### src/rtl/arith_pkg.sv
// Shared definitions for the sequential arithmetic blocks.
//   arith_state_e : IDLE / RUN / DONE control states used by the serial units
//   cnt_width()   : bits needed for a counter that must be able to hold `bits`
package arith_pkg;

  typedef enum logic [1:0] {
    IDLE = 2'd0,
    RUN  = 2'd1,
    DONE = 2'd2
  } arith_state_e;

  function automatic int unsigned cnt_width(input int unsigned bits);
    return $clog2(bits + 1);
  endfunction

endpackage

### src/rtl/restador1bit.sv
// Combinational 1-bit full subtractor: computes a - b - Bin.
//   a, b : operand bits
//   Bin  : borrow in
//   Bout : borrow out
//   d    : difference bit
module restador1bit (
  input  logic a,
  input  logic b,
  input  logic Bin,
  output logic Bout,
  output logic d
);

  assign d    = a ^ b ^ Bin;
  // Borrow when b exceeds a, or when a==b and a borrow is already pending.
  assign Bout = (~a & b) | (~(a ^ b) & Bin);

endmodule

### src/rtl/restador_serial.sv
// Bit-serial unsigned subtractor: Resul = num1 - num2 (mod 2^BITS), LSB first,
// one bit per clock through a single restador1bit cell.
//   clk        : rising-edge clock
//   rst        : synchronous active-high reset
//   start      : request, only honoured in IDLE
//   num1, num2 : minuend / subtrahend, captured on the accept edge
//   busy       : high while bits are being processed
//   done       : one-cycle pulse when Resul/Bout carry a fresh result
//   Resul      : difference, held until the next completion
//   Bout       : final borrow, 1 iff num1 < num2
module restador_serial
  import arith_pkg::*;
#(
  parameter int unsigned BITS = 4
) (
  input  logic            clk,
  input  logic            rst,
  input  logic            start,
  input  logic [BITS-1:0] num1,
  input  logic [BITS-1:0] num2,
  output logic            busy,
  output logic            done,
  output logic [BITS-1:0] Resul,
  output logic            Bout
);

  localparam int unsigned CW = cnt_width(BITS);

  arith_state_e    r_state;
  logic [BITS-1:0] r_opa;
  logic [BITS-1:0] r_opb;
  // Only the upper BITS-1 partial bits need storing; the newest bit comes
  // straight from the cell on the completion edge.
  logic [BITS-2:0] r_diff;
  logic            r_borrow;
  logic [CW-1:0]   r_cnt;
  logic            r_busy;
  logic            r_done;
  logic [BITS-1:0] r_resul;
  logic            r_bout;

  logic            w_d;
  logic            w_bnext;
  logic            w_last;
  logic [BITS-1:0] w_diff_next;

  restador1bit u_cell (
    .a    (r_opa[0]),
    .b    (r_opb[0]),
    .Bin  (r_borrow),
    .Bout (w_bnext),
    .d    (w_d)
  );

  assign w_diff_next = {w_d, r_diff};
  assign w_last      = (r_cnt == CW'(BITS - 1));

  always_ff @(posedge clk) begin
    if (rst) begin
      r_state  <= IDLE;
      r_opa    <= '0;
      r_opb    <= '0;
      r_diff   <= '0;
      r_borrow <= 1'b0;
      r_cnt    <= '0;
      r_busy   <= 1'b0;
      r_done   <= 1'b0;
      r_resul  <= '0;
      r_bout   <= 1'b0;
    end else begin
      case (r_state)
        IDLE: begin
          if (start) begin
            r_opa    <= num1;
            r_opb    <= num2;
            r_diff   <= '0;
            r_borrow <= 1'b0;
            r_cnt    <= '0;
            r_busy   <= 1'b1;
            r_state  <= RUN;
          end
        end
        RUN: begin
          r_opa    <= r_opa >> 1;
          r_opb    <= r_opb >> 1;
          r_diff   <= w_diff_next[BITS-1:1];
          r_borrow <= w_bnext;
          r_cnt    <= r_cnt + CW'(1);
          if (w_last) begin
            r_resul <= w_diff_next;
            r_bout  <= w_bnext;
            r_busy  <= 1'b0;
            r_done  <= 1'b1;
            r_state <= DONE;
          end
        end
        DONE: begin
          r_done  <= 1'b0;
          r_state <= IDLE;
        end
        default: begin
          r_busy  <= 1'b0;
          r_done  <= 1'b0;
          r_state <= IDLE;
        end
      endcase
    end
  end

  assign busy  = r_busy;
  assign done  = r_done;
  assign Resul = r_resul;
  assign Bout  = r_bout;

endmodule

### config.mk
export PLATFORM = sky130hd
export DESIGN_NAME = restador_serial
export DESIGN_NICKNAME = d
export VERILOG_FILES = /design/src/rtl/arith_pkg.sv /design/src/rtl/restador1bit.sv /design/src/rtl/restador_serial.sv
export SDC_FILE = /design/constraint.sdc
export NUM_CORES = 1
export LEC_CHECK = 0
export CAP_MARGIN = 20
export CORE_ASPECT_RATIO = 1.5
export CORE_MARGIN = 8
export CORE_UTILIZATION = 46
export CTS_CLUSTER_DIAMETER = 30
export CTS_CLUSTER_SIZE = 40
export DETAILED_ROUTE_END_ITERATION = 8
export PLACE_DENSITY = 0.72
export SLEW_MARGIN = 20
export SYNTH_ARGS = -nofsm -noshare
export SYNTH_HDL_FRONTEND = slang
export SYNTH_SLANG_ARGS = --single-unit
export TNS_END_PERCENT = 20
### constraint.sdc
create_clock -name clk -period 2.8 [get_ports clk]
set_input_delay 0.56 -clock clk [delete_from_list [all_inputs] [get_ports clk]]
set_output_delay 0.56 -clock clk [all_outputs]
set_load 0.02 [all_outputs]
==> flow_summary.toml <==
[run_status]
status = "completed"

[power]
power.total_mw = 0.627
ir_worst_vdd_v = 0.000316
leakage_nw = 0.434
p_per_area_nw_per_um2 = 520

[clocking]
clk_pin_slew_worst_paths_ns = 0.13
cts_tree = "built"
cts_max_level = 1
cts_resized = 0
cts_hold_buf = 0
clkLatencyLatePin_ns = 0.31
postCtsSetupBuffers = 0
cts-root-buf = "clkbuf_4"
clockBufferDepth = 2
cts_sinks = 24
numCtsBuffers = 3

[global_routing]
grt_pass1_wl_um = 3170
grtUsageTotal_pct = 9.99
antenna_found_initial = 0
grt_max_degree = 25
globalRoute.totalOverflow = 0
grt_pass1_vias = 759

[die]
ios = 18
chipHeight_um = 74.1
start_util_pct = 47.4
fp.dieW_um = 54.7
rows = 21
die_area_sq_um = 4050
core_sq_um = 2180

[worst_setup_path]
crit_path_top_delay_cell = "clkdlybuf4s50_1"
end_kind = "output port"
crit_buf_inv = 1
rr_endpoint = "Bout$_SDFFE_PP0P_"
r2r-start = "r_state[0]$_SDFFE_PP0P_"
worst-setup-path-type = "reg2out"
cp_max_fo = 2
worstPathCellList = "clkdlybuf4s50_1"
slowest_delay_ns = 0.61
cp_num_cells = 1
cp.required_ns = 2.24
crit_path_start = "busy$_SDFFE_PP0P_"
crit_family = "buffers and inverters"
r2r_slack_ns = 1.15
critPathArrivalTime_ns = 1.28
cp-endpoint = "busy"
start_kind = "register"
reg2reg_depth = 3

[drt]
viasPerCell = 5.57
firstDrtPassIters = 4
routedWlPerCell_um = 13.3
antenna_left = 0
vias = 785
totalWireLength_um = 1870
drc = 0
drtIter0Drc = 21

[worst_hold_path]
min_path_type = "reg2reg"

[cells_and_area]
layout_common_cells = "dfxtp_1 (24), nor2_1 (17), clkdlybuf4s50_1 (17)"
layout.nets = 133
drive_above_1_share_pct = 7.63
syn2layout_area_growth_pct = 16.6
n_antenna_cell = 0
final_common_cell = "dfxtp_1"

[synthesis]
synthTopCellsByArea = "dfxtp_1 (46%), nor2_1 (6.2%), mux2i_1 (5.8%), a22oi_1 (4.4%), buf_6 (4.4%)"
synth_top_area_share_pct = 46.5
ys_warn_count = 0
syn_area_sq_um = 1030
yosys.area.top_type = "dfxtp_1"
synthCells = 105
synth_cell_types = 27
synth_seq_cells = 24
syn_area_per_cell_sq_um = 9.84
syn_nets = 119
yosysSeqAreaShare_pct = 46.5

[sta]
fin_crit_sh_pct = 65.6
worstMarginPinSlew_ns = 0.839
hold_viol_final = 0
finalCriticalPeriod_ns = 1.84
fin_hold_ws_ns = 0.462
tns_ns = 0
finalClockSkew_ns = 0.00820
fmax_ghz = 0.544
rsz0062_at_grt = "false"
slew_headroom_pct = 43.9
finalSetupViolCount = 0
finalMaxSlewViolations = 0

[placed_design]
dpl.hpwl_um = 1340
gp_congestion = 0.731
portBuffers = 17

[job]
maxCapViolCount = 0
report_power, final:
part	internal [mW]	switching, mW	total, mW
clock network	0.0795	0.103	0.183
logic	0.0397	0.0346	0.0743
registers	0.356	0.0139	0.370
total	0.475	0.152	0.627
routing by layer:
| layer | up-vias | global-route usage [%] | wire (um) |
|---|---|---|---|
| met3 | 4 | 2.20 | 78 |
| met2 | 10 | 16.4 | 940 |
| met4 | 0 | 4.40 | 22 |
| met1 | 377 | 11.8 | 829 |
| met5 | - | 0 | 0 |
| li1 | 394 | - | - |
cell usage after synthesis:
cell type	number
a311oi_1	1
nor4b_1	2
a21oi_1	7
nand2_1	4
ha_1	2
nor3b_2	1
o21ba_2	1
nor3_1	1
nand3_1	4
o21bai_4	1
inv_1	4
a2bb2oi_1	2
buf_6	4
o21ai_0	1
nor4_1	2
nand3b_2	1
dfxtp_1	24
clkbuf_1	3
nor2b_4	1
nor2_1	17
nor3b_1	2
a211oi_1	4
a22oi_1	6
nand2b_1	2
mux2i_1	6
buf_4	1
fa_1	1
cell families after synthesis:
logic type	after synthesis	share of synthesized area, %
AND/OR/NAND/NOR	37	19.2
flip-flops	24	46.5
AO/OA/AOI/OAI	23	16.5
buffers and inverters	12	7.63
multiplexers	6	5.81
adder cells (fa/ha/maj)	3	4.36
layout make-up:
type	count	area [sq um]
Fill cell	211	976
Sequential cell	24	480
Multi-Input combinational cell	69	474
Timing Repair Buffer	17	170
Clock buffer	4	36.3
Tap cell	23	28.8
Inverter	4	15.0
per-stage QoR:
stage,cell area (sq um),instances,worst slack (ns),util [%]
after floorplan,1030,105,1.54,-
after global placement,1170,137,0.921,53.6
after detailed placement,1170,137,0.873,53.6
after CTS,1200,141,0.953,55.2
after global routing,1200,141,0.919,55.2
final,1200,141,0.963,55.2
worst min path at each step:
stage / to / slack [ns] / startpoint / cells past startpoint
floorplan: Resul[0]$_SDFFE_PP0P_ / 0.44 / r_diff[0]$_SDFFE_PP0P_ / 2
global placement: Resul[2]$_SDFFE_PP0P_ / 0.44 / Resul[2]$_SDFFE_PP0P_ / 2
detailed placement: Resul[3]$_SDFFE_PP0P_ / 0.45 / Resul[3]$_SDFFE_PP0P_ / 2
CTS: Resul[3]$_SDFFE_PP0P_ / 0.46 / Resul[3]$_SDFFE_PP0P_ / 2
global route: Resul[3]$_SDFFE_PP0P_ / 0.48 / Resul[3]$_SDFFE_PP0P_ / 2
finish: Resul[3]$_SDFFE_PP0P_ / 0.46 / Resul[3]$_SDFFE_PP0P_ / 2
state kept, by name, summed over array words and instances, names as in the netlist:
signal / cells
done: 1
r_opb: 4
Resul: 4
r_opa: 4
r_state: 2
r_diff: 3
Bout: 1
r_borrow: 1
r_cnt: 3
busy: 1
Power figures use the tool's default switching activity.
